File: src/rtl/param_seq_alu.sv
// Registered EX-stage ALU: single-cycle arithmetic/logic ops plus an iterative
// shift-add unsigned multiplier behind a start/busy/done handshake.
module param_seq_alu #(
    parameter int unsigned WIDTH = 32
) (
    input  logic             clk,
    input  logic             reset,
    input  logic             start,
    input  logic [2:0]       ALUControl,
    input  logic [WIDTH-1:0] BussA,
    input  logic [WIDTH-1:0] BussB,
    output logic [WIDTH-1:0] Output,
    output logic [WIDTH-1:0] OutputHi,
    output logic             busy,
    output logic             done,
    output logic             zero,
    output logic             negative,
    output logic             overflow,
    output logic             carry
);

    localparam int unsigned CNTW = $clog2(WIDTH) + 1;
    localparam int unsigned MSB  = WIDTH - 1;

    localparam logic [2:0] OP_ADD  = 3'b000;
    localparam logic [2:0] OP_XOR  = 3'b001;
    localparam logic [2:0] OP_SUB  = 3'b010;
    localparam logic [2:0] OP_SLT  = 3'b011;
    localparam logic [2:0] OP_AND  = 3'b100;
    localparam logic [2:0] OP_OR   = 3'b101;
    localparam logic [2:0] OP_SLTU = 3'b110;
    localparam logic [2:0] OP_MUL  = 3'b111;

    typedef enum logic {
        S_IDLE = 1'b0,
        S_MUL  = 1'b1
    } state_t;

    state_t            state_q;
    logic [CNTW-1:0]   cnt_q;
    logic [WIDTH-1:0]  mcand_q;
    logic [WIDTH-1:0]  mplier_q;
    logic [WIDTH-1:0]  acc_q;
    logic [WIDTH-1:0]  out_q;
    logic [WIDTH-1:0]  outhi_q;
    logic              busy_q;
    logic              done_q;
    logic              zero_q;
    logic              neg_q;
    logic              ovf_q;
    logic              cry_q;

    // Single-cycle datapath, evaluated on the live operands at the accept edge
    logic [WIDTH:0]    add_w;
    logic [WIDTH:0]    sub_w;
    logic              add_ovf;
    logic              sub_ovf;
    logic              slt_lt;
    logic              sltu_lt;
    logic [WIDTH-1:0]  res_c;
    logic              ovf_c;
    logic              cry_c;

    assign add_w   = {1'b0, BussA} + {1'b0, BussB};
    assign sub_w   = {1'b0, BussA} + {1'b0, ~BussB} + (WIDTH+1)'(1);
    assign add_ovf = (BussA[MSB] == BussB[MSB]) && (add_w[MSB] != BussA[MSB]);
    assign sub_ovf = (BussA[MSB] != BussB[MSB]) && (sub_w[MSB] != BussA[MSB]);
    assign slt_lt  = sub_w[MSB] ^ sub_ovf;
    assign sltu_lt = ~sub_w[WIDTH];

    always_comb begin
        res_c = '0;
        ovf_c = 1'b0;
        cry_c = 1'b0;
        case (ALUControl)
            OP_ADD: begin
                res_c = add_w[WIDTH-1:0];
                ovf_c = add_ovf;
                cry_c = add_w[WIDTH];
            end
            OP_XOR:  res_c = BussA ^ BussB;
            OP_SUB: begin
                res_c = sub_w[WIDTH-1:0];
                ovf_c = sub_ovf;
                cry_c = sub_w[WIDTH];
            end
            OP_SLT:  res_c = {{(WIDTH-1){1'b0}}, slt_lt};
            OP_AND:  res_c = BussA & BussB;
            OP_OR:   res_c = BussA | BussB;
            OP_SLTU: res_c = {{(WIDTH-1){1'b0}}, sltu_lt};
            default: res_c = '0;
        endcase
    end

    // One shift-add step: conditional add into the upper half, then shift the pair right
    logic [WIDTH:0]    mul_sum;
    logic [WIDTH-1:0]  acc_d;
    logic [WIDTH-1:0]  mplier_d;
    logic              last_iter;

    assign mul_sum   = {1'b0, acc_q} + (mplier_q[0] ? {1'b0, mcand_q} : '0);
    assign acc_d     = mul_sum[WIDTH:1];
    assign mplier_d  = {mul_sum[0], mplier_q[WIDTH-1:1]};
    assign last_iter = (cnt_q == CNTW'(WIDTH - 1));

    always_ff @(posedge clk) begin
        if (reset) begin
            state_q  <= S_IDLE;
            cnt_q    <= '0;
            mcand_q  <= '0;
            mplier_q <= '0;
            acc_q    <= '0;
            out_q    <= '0;
            outhi_q  <= '0;
            busy_q   <= 1'b0;
            done_q   <= 1'b0;
            zero_q   <= 1'b0;
            neg_q    <= 1'b0;
            ovf_q    <= 1'b0;
            cry_q    <= 1'b0;
        end else begin
            done_q <= 1'b0;
            case (state_q)
                S_IDLE: begin
                    if (start) begin
                        if (ALUControl == OP_MUL) begin
                            state_q  <= S_MUL;
                            busy_q   <= 1'b1;
                            mcand_q  <= BussA;
                            mplier_q <= BussB;
                            acc_q    <= '0;
                            cnt_q    <= '0;
                        end else begin
                            out_q   <= res_c;
                            outhi_q <= '0;
                            done_q  <= 1'b1;
                            zero_q  <= (res_c == '0);
                            neg_q   <= res_c[MSB];
                            ovf_q   <= ovf_c;
                            cry_q   <= cry_c;
                        end
                    end
                end
                S_MUL: begin
                    acc_q    <= acc_d;
                    mplier_q <= mplier_d;
                    cnt_q    <= cnt_q + CNTW'(1);
                    if (last_iter) begin
                        state_q <= S_IDLE;
                        busy_q  <= 1'b0;
                        done_q  <= 1'b1;
                        out_q   <= mplier_d;
                        outhi_q <= acc_d;
                        zero_q  <= ({acc_d, mplier_d} == '0);
                        neg_q   <= mplier_d[MSB];
                        ovf_q   <= 1'b0;
                        cry_q   <= 1'b0;
                    end
                end
                default: state_q <= S_IDLE;
            endcase
        end
    end

    assign Output   = out_q;
    assign OutputHi = outhi_q;
    assign busy     = busy_q;
    assign done     = done_q;
    assign zero     = zero_q;
    assign negative = neg_q;
    assign overflow = ovf_q;
    assign carry    = cry_q;

endmodule

File: config.mk
export PLATFORM = sky130hd
export DESIGN_NAME = param_seq_alu
export DESIGN_NICKNAME = d
export VERILOG_FILES = /design/src/rtl/param_seq_alu.sv
export SDC_FILE = /design/constraint.sdc
export NUM_CORES = 1
export LEC_CHECK = 0
export CORE_UTILIZATION = 35
export DETAILED_ROUTE_END_ITERATION = 8
export PLACE_DENSITY = 0.63
export RECOVER_POWER = 50
export SLEW_MARGIN = 20
export SYNTH_ARGS = -nofsm -noshare
export SYNTH_HDL_FRONTEND = slang
export SYNTH_SLANG_ARGS = --single-unit
File: constraint.sdc
create_clock -name clk -period 4.02 [get_ports clk]
set_input_delay 0.603 -clock clk [delete_from_list [all_inputs] [get_ports clk]]
set_output_delay 0.603 -clock clk [all_outputs]
set_load 0.05 [all_outputs]
==> results <==
- The run finished, with violations left.
- The final reports fail on max-capacitance violations, max-slew violations.
- Setup violations remaining at the end of the flow were counted as 0.
- The first-pass GRT wire length is 101000 um.
- In this design, the stage delay of the slowest critical-path cell is 560 ps.
- In the final routed layout, each cell accounts on average for 20.8 um.
- The switching power as a share of total power is 0.338.
- The fraction of registers with async set or reset after synthesis is 0.
- The synthesized area per cell is 7.12 um^2.
- The worst setup path is captured at a flop.
- Clock-pin slew was measured on the worst setup and hold paths at 80 ps.
- The number of vias per cell is around 5.6.
- The die is 208 um tall.
- The area growth from synthesis to layout is 46.9%.
- The total routing usage reported by global routing is 0.299.
- The analysis attributes to cell leakage a power of approximately 9.7 nW.
- The arrival time at the worst endpoint is 4370 ps.
- At the end of routability-driven placement, the weighted congestion stood at around 0.94.
- The TritonCTS clock tree is yes.
- In this run, the number of DRC markers left after iteration 0 of detailed routing was 1339.
- In this run the standard cell core region covers 0.0413 mm^2.
- 140 I/O pins were placed.
- In this run the power spent charging and discharging nets is 1.96 mW.
- The number of global-route vias before repair is 17616.
- The signal on the critical path passes through clkdlybuf4s50_1, inv_1, ha_1, nand4_1, or4_4, o2bb2ai_1, o21bai_2, nor3_1, xnor2_1, a2111oi_4, buf_4, nor4b_2, nand3b_1, or4_1, o21bai_1.
- Setup repair after global routing could not meet its margin everywhere.
- In the synthesized netlist the dominant register cell turns out to be sky130_fd_sc_hd__dfxtp_1.
- Once detailed placement completed, the half-perimeter wirelength came to 50700 um.
- The count of max-cap constraint violations is 4.
- The worst-skew pair later-pin latency is 450 ps.
- The full die area is 0.0431 mm^2.
- The share of the yosys chip area belonging to registers is 0.233.
- The repair_antennas step left the layout with diodes totalling 0.
- The number of non-filler instances in the completed layout is 3153.
- The clock period could shrink to 3990 ps.
- After technology mapping, the gate count stands at 2080.
- The residual DRC count is 0.
- Along the worst path, the maximum fanout reaches 3.
- The remaining antenna violation count is 0.
- The library cell with the highest instance count after synthesis is sky130_fd_sc_hd__nand2_1.
- Summed over all instances, the cell type with the most area after synthesis is sky130_fd_sc_hd__dfxtp_1.
- In the post-synthesis netlist, the biggest area contributors are sky130_fd_sc_hd__dfxtp_1, sky130_fd_sc_hd__ha_1, sky130_fd_sc_hd__a21oi_1.
- Yosys mapped the design onto just over 80 distinct sky130hd cell types.
- The number of antenna violations at the first check in global routing is 2.
- The final-report hold violation count is 0.
- At the end of the flow the core is filled with cells to 0.527.
- The final number of max-transition violations is around 180.
- The final cycle utilization of the critical path is 0.992.
- On the final layout, the worst clock skew is 14.7 ps.
- The maximum VDD drop is 241 uV.
- The sort of element at the start of the critical path is an input pin.
- In this run, synthesis inferred 0 flip-flops with an integrated enable.
- By count the netlist is led by sky130_fd_sc_hd__nand2_1, sky130_fd_sc_hd__nor2_1, sky130_fd_sc_hd__a21oi_1.
- The clock net sink count is 172.
- The number of buffers added to fix hold violations after cts is 0.
- The die width is 208 um.
- The fraction of synthesized cell area taken by the top area cell type is 0.233.
- The via total after detailed routing is approximately 18000.
- The share of total power dissipated in the clock network is 0.318.
- For this design the ratio of total power to cell area is 266 mW/mm^2.
- The largest net degree at the start of global routing is 85.
- The net count after synthesis is 2298.
- Before antenna repair, the detailed router went through 6 iterations.
- The number of buffers on the longest clock path is 2.
- The TritonCTS buffer count is 17.
- The type of the worst min-delay path is input pin to flop.
- Hold timing on the final database bottoms out at a slack of 435 ps.
- The routed wire length is 65500 um.
- In the final design database the tool counted 2827 nets.
- The count of buffers added on input and output ports is 139.
- The internal portion of the total power is 3.84 mW.
- The number of cells after detailed placement is between 3000 and 4000.
- The cell with the largest stage delay on the worst path is sky130_fd_sc_hd__or4_1.
- The synthesized design contains between 150 and 200 register bits.
- The mapped netlist covers between 0.01 and 0.015 mm^2.
- For the worst setup path, the data required time is 4400 ps.
- The maximum operating frequency is 0.251 GHz.
- The transition at the pin with the smallest max-transition slack is between 1500 and 2000 ps.
- Of the cells placed in the final design, the portion with a size suffix greater than 1 is 0.283.
- The yosys synthesis warning count is 0.
- The share of total power dissipated in sequential elements is 0.311.
- Fill cells in the final layout number around 4000.
- The placement row count is 74.
- The normalized max-slew margin is -0.178.
- For this configuration, the core starts out at a cell density of 0.359.
- The H-tree was split into 4 levels.
- The combinational share of power is 0.371.
- The worst setup path is of the input pin to flop kind.
- After global routing the overflow that remains totals 0.
- The cell chosen for the clock root is sky130_fd_sc_hd__clkbuf_16.
cell type report:
cell class	instances	area (um^2)	area share
multi-input combinational	1657	11300	0.521
inverter	113	434	0.0200
clock inverter	10	190	0.00874
sequential	172	3450	0.158
timing repair buffer	648	5240	0.241
tap	532	666	0.0306
clock buffer	21	450	0.0207
power by group through the flow:
| stage | Clock, mW | Sequential [mW] | Combinational (mW) |
|---|---|---|---|
| floorplan | 0 | 1.91 | 0.878 |
| global placement | 0 | 1.84 | 1.91 |
| detailed placement | 0 | 1.84 | 1.92 |
| CTS | 1.86 | 1.80 | 2.06 |
| global route | 1.93 | 1.80 | 2.29 |
| finish | 1.84 | 1.80 | 2.15 |
worst max-delay path, delay by kind of cell:
kind            cells  cell delay, ps
simple gates        6            1670
buf+inv             3             730
fa+ha+maj           1             350
xor+xnor            1             170
compound gates      4             830
routing by layer:
layer / vias up / global-route usage / wire [um]
met4: 2 / 0.151 / 3530
met2: 700 / 0.501 / 30400
met3: 158 / 0.0413 / 3970
li1: 8484 / - / -
met1: 8457 / 0.375 / 27500
met5: - / 0 / 16
final timing paths:
kind	startpoint	end	cells after the start	slack, ps
worst max-delay path	BussA[22]	zero$_SDFFE_PP0P_	15	30
worst min-delay path	reset	Output[11]$_SDFFE_PP0P_	2	430
worst max register to register	state_q$_SDFF_PP0_	zero$_SDFFE_PP0P_	13	70
worst min register to register	Output[19]$_SDFFE_PP0P_	Output[19]$_SDFFE_PP0P_	2	450
registers in the layout, summed over array words and instances, names as in the netlist:
register / cells
Output: 31
OutputHi: 32
acc_q: 32
busy: 1
carry: 1
cnt_q: 6
done: 1
mcand_q: 32
mplier_q: 32
negative: 1
overflow: 1
state_q: 1
zero: 1
kinds of logic after synthesis:
kind of cell | synth area share
fa+ha+maj | 0.127
buf+inv | 0.0657
xor+xnor | 0.0272
mux | 0.0103
compound gates | 0.287
simple gates | 0.250
flops | 0.233
cell usage in the layout, fill, tap and decap left out, types with 11 or more instances in the layout:
cell                                n
sky130_fd_sc_hd__dfxtp_1          170
sky130_fd_sc_hd__nand2_1          256
sky130_fd_sc_hd__a311oi_1          28
sky130_fd_sc_hd__nand4_1           20
sky130_fd_sc_hd__nor4_1            18
sky130_fd_sc_hd__clkbuf_2          15
sky130_fd_sc_hd__a21o_1            26
sky130_fd_sc_hd__inv_2             34
sky130_fd_sc_hd__o21a_1            14
sky130_fd_sc_hd__a31oi_1           28
sky130_fd_sc_hd__and2_1            35
sky130_fd_sc_hd__and3_1            43
sky130_fd_sc_hd__ha_4              31
sky130_fd_sc_hd__o211ai_1          35
sky130_fd_sc_hd__o21bai_1          19
sky130_fd_sc_hd__xnor2_1           35
sky130_fd_sc_hd__inv_1             74
sky130_fd_sc_hd__dlygate4sd3_1     71
sky130_fd_sc_hd__nor3_1            35
sky130_fd_sc_hd__nand2b_1          26
sky130_fd_sc_hd__nand3_1           26
sky130_fd_sc_hd__nor2_1           242
sky130_fd_sc_hd__a211oi_1          22
sky130_fd_sc_hd__buf_4            473
sky130_fd_sc_hd__buf_6             27
sky130_fd_sc_hd__ha_1             111
sky130_fd_sc_hd__clkdlybuf4s50_1   21
sky130_fd_sc_hd__a21oi_1          219
sky130_fd_sc_hd__xor2_1            11
sky130_fd_sc_hd__a22oi_1           46
sky130_fd_sc_hd__nor2b_1           14
sky130_fd_sc_hd__o31a_1            11
sky130_fd_sc_hd__o21ai_0           76
sky130_fd_sc_hd__clkbuf_16         17
sky130_fd_sc_hd__mux2i_1           13
stage by stage:
step	TNS (ps)	cell area (um^2)	worst slack (ps)	total power, mW
floorplan	-65.1	14900	-65.1	2.79
global placement	-9080	19900	-1240	3.75
detailed placement	-9920	19900	-1280	3.76
CTS	0	21400	1.28	5.72
global route	-412	21800	-182	6.02
finish	0	21800	31.5	5.79
what timing repair did:
action,4_1_cts,5_1_grt
endpoints found under the setup margin,9,7
gates resized for setup,185,136
pin swaps,51,55
buffers inserted,39,14
(Power assumes the default switching activity.)
